## src/rtl/mips_if_stage.sv

```systemverilog
// Instruction-fetch stage: PC register, ROM address generation and the IF/ID
// pipeline register. Stall from decode freezes everything; a resolved
// jump/branch from decode redirects the PC and, unless delay slots are in
// use, squashes the wrong-path instruction into a bubble.
module mips_if_stage #(
    parameter logic [31:0] RESET_PC   = 32'h0000_0000,
    parameter int          IMEM_AW    = 8,
    parameter bit          DELAY_SLOT = 1'b0
) (
    input  logic               clk,
    input  logic               reset,
    input  logic               Stall,
    input  logic [2:0]         JumpFlag,
    input  logic [31:0]        BranchAddr,
    input  logic [31:0]        JumpAddr,
    input  logic [31:0]        JrAddr,
    input  logic [31:0]        IMemData,
    output logic [31:0]        PC,
    output logic [IMEM_AW-1:0] IMemAddr,
    output logic [31:0]        Instruction_id,
    output logic [31:0]        PC4_id,
    output logic               Valid_id
);

    logic [31:0] pc_q, pc_d;
    logic [31:0] pc_plus4;
    logic [31:0] redirect_target;
    logic        redirect;

    logic [31:0] instr_q, instr_d;
    logic [31:0] pc4_q, pc4_d;
    logic        valid_q, valid_d;

    // Next-PC selection: stall holds, then JR > J/JAL > branch > sequential.
    always_comb begin
        pc_plus4        = pc_q + 32'd4;
        redirect        = |JumpFlag;
        redirect_target = pc_plus4;
        if (JumpFlag[2]) begin
            redirect_target = JrAddr & 32'hFFFF_FFFC;
        end else if (JumpFlag[1]) begin
            redirect_target = JumpAddr & 32'hFFFF_FFFC;
        end else if (JumpFlag[0]) begin
            redirect_target = BranchAddr & 32'hFFFF_FFFC;
        end

        if (Stall) begin
            pc_d = pc_q;
        end else if (redirect) begin
            pc_d = redirect_target;
        end else begin
            pc_d = pc_plus4;
        end
    end

    // IF/ID next value: hold on stall, bubble on redirect without delay slot.
    always_comb begin
        instr_d = IMemData;
        pc4_d   = pc_plus4;
        valid_d = 1'b1;
        if (Stall) begin
            instr_d = instr_q;
            pc4_d   = pc4_q;
            valid_d = valid_q;
        end else if (redirect && (DELAY_SLOT == 1'b0)) begin
            instr_d = 32'h0;
            pc4_d   = 32'h0;
            valid_d = 1'b0;
        end
    end

    // PC and IF/ID registers, cleared asynchronously by reset.
    always_ff @(posedge clk or negedge reset) begin
        if (!reset) begin
            pc_q    <= RESET_PC;
            instr_q <= 32'h0;
            pc4_q   <= 32'h0;
            valid_q <= 1'b0;
        end else begin
            pc_q    <= pc_d;
            instr_q <= instr_d;
            pc4_q   <= pc4_d;
            valid_q <= valid_d;
        end
    end

    // ROM is word addressed; upper PC bits alias.
    assign IMemAddr       = pc_q[IMEM_AW+1:2];
    assign PC             = pc_q;
    assign Instruction_id = instr_q;
    assign PC4_id         = pc4_q;
    assign Valid_id       = valid_q;

endmodule
```

## config.mk

```make
export PLATFORM = sky130hd
export DESIGN_NAME = mips_if_stage
export DESIGN_NICKNAME = d
export VERILOG_FILES = /design/src/rtl/mips_if_stage.sv
export SDC_FILE = /design/constraint.sdc
export NUM_CORES = 1
export LEC_CHECK = 0
export BUFFER_PORTS_ARGS = -buffer_cell sky130_fd_sc_hd__buf_2
export CAP_MARGIN = 25
export CORE_ASPECT_RATIO = 0.75
export CORE_MARGIN = 8
export CORE_UTILIZATION = 35
export DETAILED_ROUTE_END_ITERATION = 10
export PLACE_DENSITY = 0.6
export SLEW_MARGIN = 10
export SYNTH_ARGS = -nofsm -noshare
export SYNTH_HDL_FRONTEND = slang
export SYNTH_SLANG_ARGS = --single-unit
```

## constraint.sdc

```tcl
create_clock -name clk -period 2.8 [get_ports clk]
set_input_delay 0.28 -clock clk [delete_from_list [all_inputs] [get_ports clk]]
set_output_delay 0.28 -clock clk [all_outputs]
set_load 0.01 [all_outputs]
```

==> results.yml <==
power_and_ir_drop:
  power.density_nw_per_um2: 537
  power_frac_comb_pct: 18.8
  p_sw_mw: 1.07
  leakagePower_nw: 3.27
  finalPower_mw: 3.50
  internal_power_mw: 2.43
  seqPwrFrac_pct: 45.0
  ir_drop_v: 0.000442
  pwr-share-clk_pct: 36.2
  switching_share_pct: 30.6
final_layout:
  final_cells: 906
  fin_area_um2: 6510
  nets: 860
  final_util_pct: 47.2
  final_cell_mix: "226 x buf_2, 93 x dfrtp_1, 58 x nand2_1"
  drive_gt1_share_pct: 37.4
  area_delta_synth_final_pct: 31.0
  num-fill-cells: 1344
  layout_commonest_cell: "buf_2"
synthesis:
  synth_top_area_share_pct: 46.8
  netlist_top_cells_area: "dfrtp_1 47%, a22o_1 6.7%, o21ai_0 5.0%, nand2_1 4.4%, a221o_1 3.2%"
  synth_cells: 527
  yosysSeqAreaShare_pct: 46.8
  ys_async_sr_fraction_pct: 100
  ys_types: 56
  synth_edf_count: 0
  syn_avg_cell_area_um2: 9.43
  synth-main-ff-cell: "dfrtp_1"
  synth_warnings: 0
  ys_ff_latch: 93
  synth_area_um2: 4970
  yosysTopAreaCell: "dfrtp_1"
worst_setup_path:
  end_kind: "flip-flop"
  crit_chain: "ha_1, nand3_4, or3_1, o31a_1, o21ai_1, nand2_1"
  cp.arrival_ps: 2490
  critPathLaunch: "PC[2]"
  start_kind: "flip-flop"
  cp_slowest_cell: "or3_1"
  r2r_cells: 6
  reg2reg_from: "PC[2]"
  required_ps: 3030
  timing.rr.end: "PC[26]"
  cp_slowest_stage_delay_ps: 530
  crit_fanout: 9
  critPathKind: "flip-flop to flip-flop"
  timing.reg2reg.setup_slack_ps: 550
clock_tree:
  postCtsHoldBufs: 1
  cts_setup_buffers: 0
  path_clk_slew_ps: 70
  clock_path_buffers: 2
  cts_buffers: 9
  clk_latency_ps: 350
  cts_root_buf: "clkbuf_16"
  cts_max_level: 3
  cts_tree: "built"
  clock-sinks: 93
  ctsResizeCount: 0
floorplan:
  die_h_um: 119
  initial_core_util_pct: 36.0
  coreArea_um2: 13800
  die_area_um2: 18300
  die_x_um: 154
  ioPinCount: 239
  rows: 37
worst_hold_path:
  hold_depth: 2
  min_to: "Instruction_id[8]"
  min_from: "IMemData[8]"
  worstHoldPathType: "input pin to flip-flop"
placed_design:
  dpl.cell_count: 888
  place_ws_ps: 557
  hpwl_um: 14100
  gp_congestion: 0.863
  placed_area_um2: 6190
  numPortBuffers: 228
sta:
  hold_viol_final: 0
  max-slew-margin-rel_pct: 45.6
  setup_viol: 0
  fin_skew_ps: 10.5
  final.setup.tns_ps: 0
  setup_ws_ps: 546
  post-route-period-util_pct: 80.5
  worst_pin_slew_ps: 816
  period_needed_ps: 2250
  max_freq_ghz: 0.444
  rsz0062_at_grt: "no"
  drv_slew: 0
  hold_slack_ps: 147
global_routing:
  use_met3_pct: 5.96
  grt_use_met1_pct: 25.8
  track_usage_pct: 20.0
  antenna_found_initial: 3
  grt_pass1_vias: 5283
  grt_overflow: 0
  grt_pass1_wl_um: 29300
  grt_use_met2_pct: 32.1
  busiest_layer: "met2"
  grt_start_max_net_pins: 80
routing:
  vias_per_cell: 5.43
  first_pass_iters: 4
  wl_um: 18500
  vias: 4918
  wire_per_inst_um: 20.4
  drc: 0
  drt_iter0_drc: 337
  antenna_left: 0
flow_run:
  drv_cap: 0
status:
  outcome: "complete, no violations"
[flip-flops by register name, summed over array words and instances, names as in the netlist]
register,count
PC4_id,30
Instruction_id,32
PC,30
Valid_id,1
[worst max-delay path: cells and delay by family (launching register included)]
| kind | cells | cell delay [ps] |
|---|---|---|
| compound gates | 2 | 500 |
| fa+ha+maj | 1 | 350 |
| flops | 1 | 500 |
| simple gates | 3 | 780 |
[synth_stat cells, drive strengths merged (2+ instances only)]
| master | n |
|---|---|
| a22oi | 6 |
| o311ai | 3 |
| nand2 | 58 |
| o21ai | 51 |
| buf | 34 |
| clkbuf | 28 |
| nor4 | 6 |
| inv | 6 |
| nor2 | 35 |
| or3 | 2 |
| xnor2 | 12 |
| xor2 | 12 |
| nor3 | 15 |
| a21o | 3 |
| a21oi | 15 |
| mux2i | 2 |
| dfrtp | 93 |
| nand3 | 18 |
| a221oi | 9 |
| a22o | 38 |
| a31oi | 3 |
| o211ai | 12 |
| and2 | 2 |
| o221ai | 4 |
| and3 | 5 |
| nand2b | 2 |
| nor2b | 2 |
| o31ai | 4 |
| nand4 | 14 |
| a221o | 16 |
| o211a | 2 |
[cells by family (layout without fill, tap and decap cells)]
family	count (synthesis)	count (layout)	share of synthesized area, %
other	1	5	0.0755
AO/OA/AOI/OAI	175	175	25.5
adder cells (fa/ha/maj)	1	1	0.252
AND/OR/NAND/NOR	163	163	16.2
flip-flops	93	93	46.8
XOR/XNOR	24	24	4.23
multiplexers	2	2	0.403
buffers and inverters	68	268	6.52
[power by group through the flow]
stage | clock network [mW] | registers [mW] | logic, mW
global route | 1.37 | 1.59 | 0.728
detailed placement | 0 | 1.59 | 0.664
floorplan | 0 | 1.59 | 0.344
CTS | 1.31 | 1.57 | 0.667
finish | 1.27 | 1.57 | 0.658
global placement | 0 | 1.59 | 0.654
[final cells by class]
type	instances	area (um2)	share of cell area, %
multi-input cells	369	2340	35.9
flip-flops and latches	93	2330	35.7
repair buffers	246	1300	19.9
clock buffers	9	225	3.46
well taps	175	219	3.36
clock inverters	7	81.3	1.25
inverters	6	22.5	0.346
diodes	1	2.50	0.0384
[how the worst max path moves through the flow]
| stage | endpoint | slack [ps] | depth (start not counted) |
|---|---|---|---|
| after floorplan | PC[30] | 720 | 6 |
| after global placement | PC[26] | 610 | 6 |
| after detailed placement | PC[26] | 560 | 6 |
| after CTS | PC[26] | 540 | 6 |
| after global routing | PC[30] | 380 | 7 |
| final | PC[26] | 550 | 6 |
[metal layers]
| metal | vias to the layer above | wire length, um |
|---|---|---|
| li1 | 2337 | - |
| met1 | 2357 | 8220 |
| met2 | 195 | 8610 |
| met3 | 25 | 1340 |
| met4 | 4 | 295 |
| met5 | - | 20 |
Note: power is estimated with default switching activity, not from simulation.
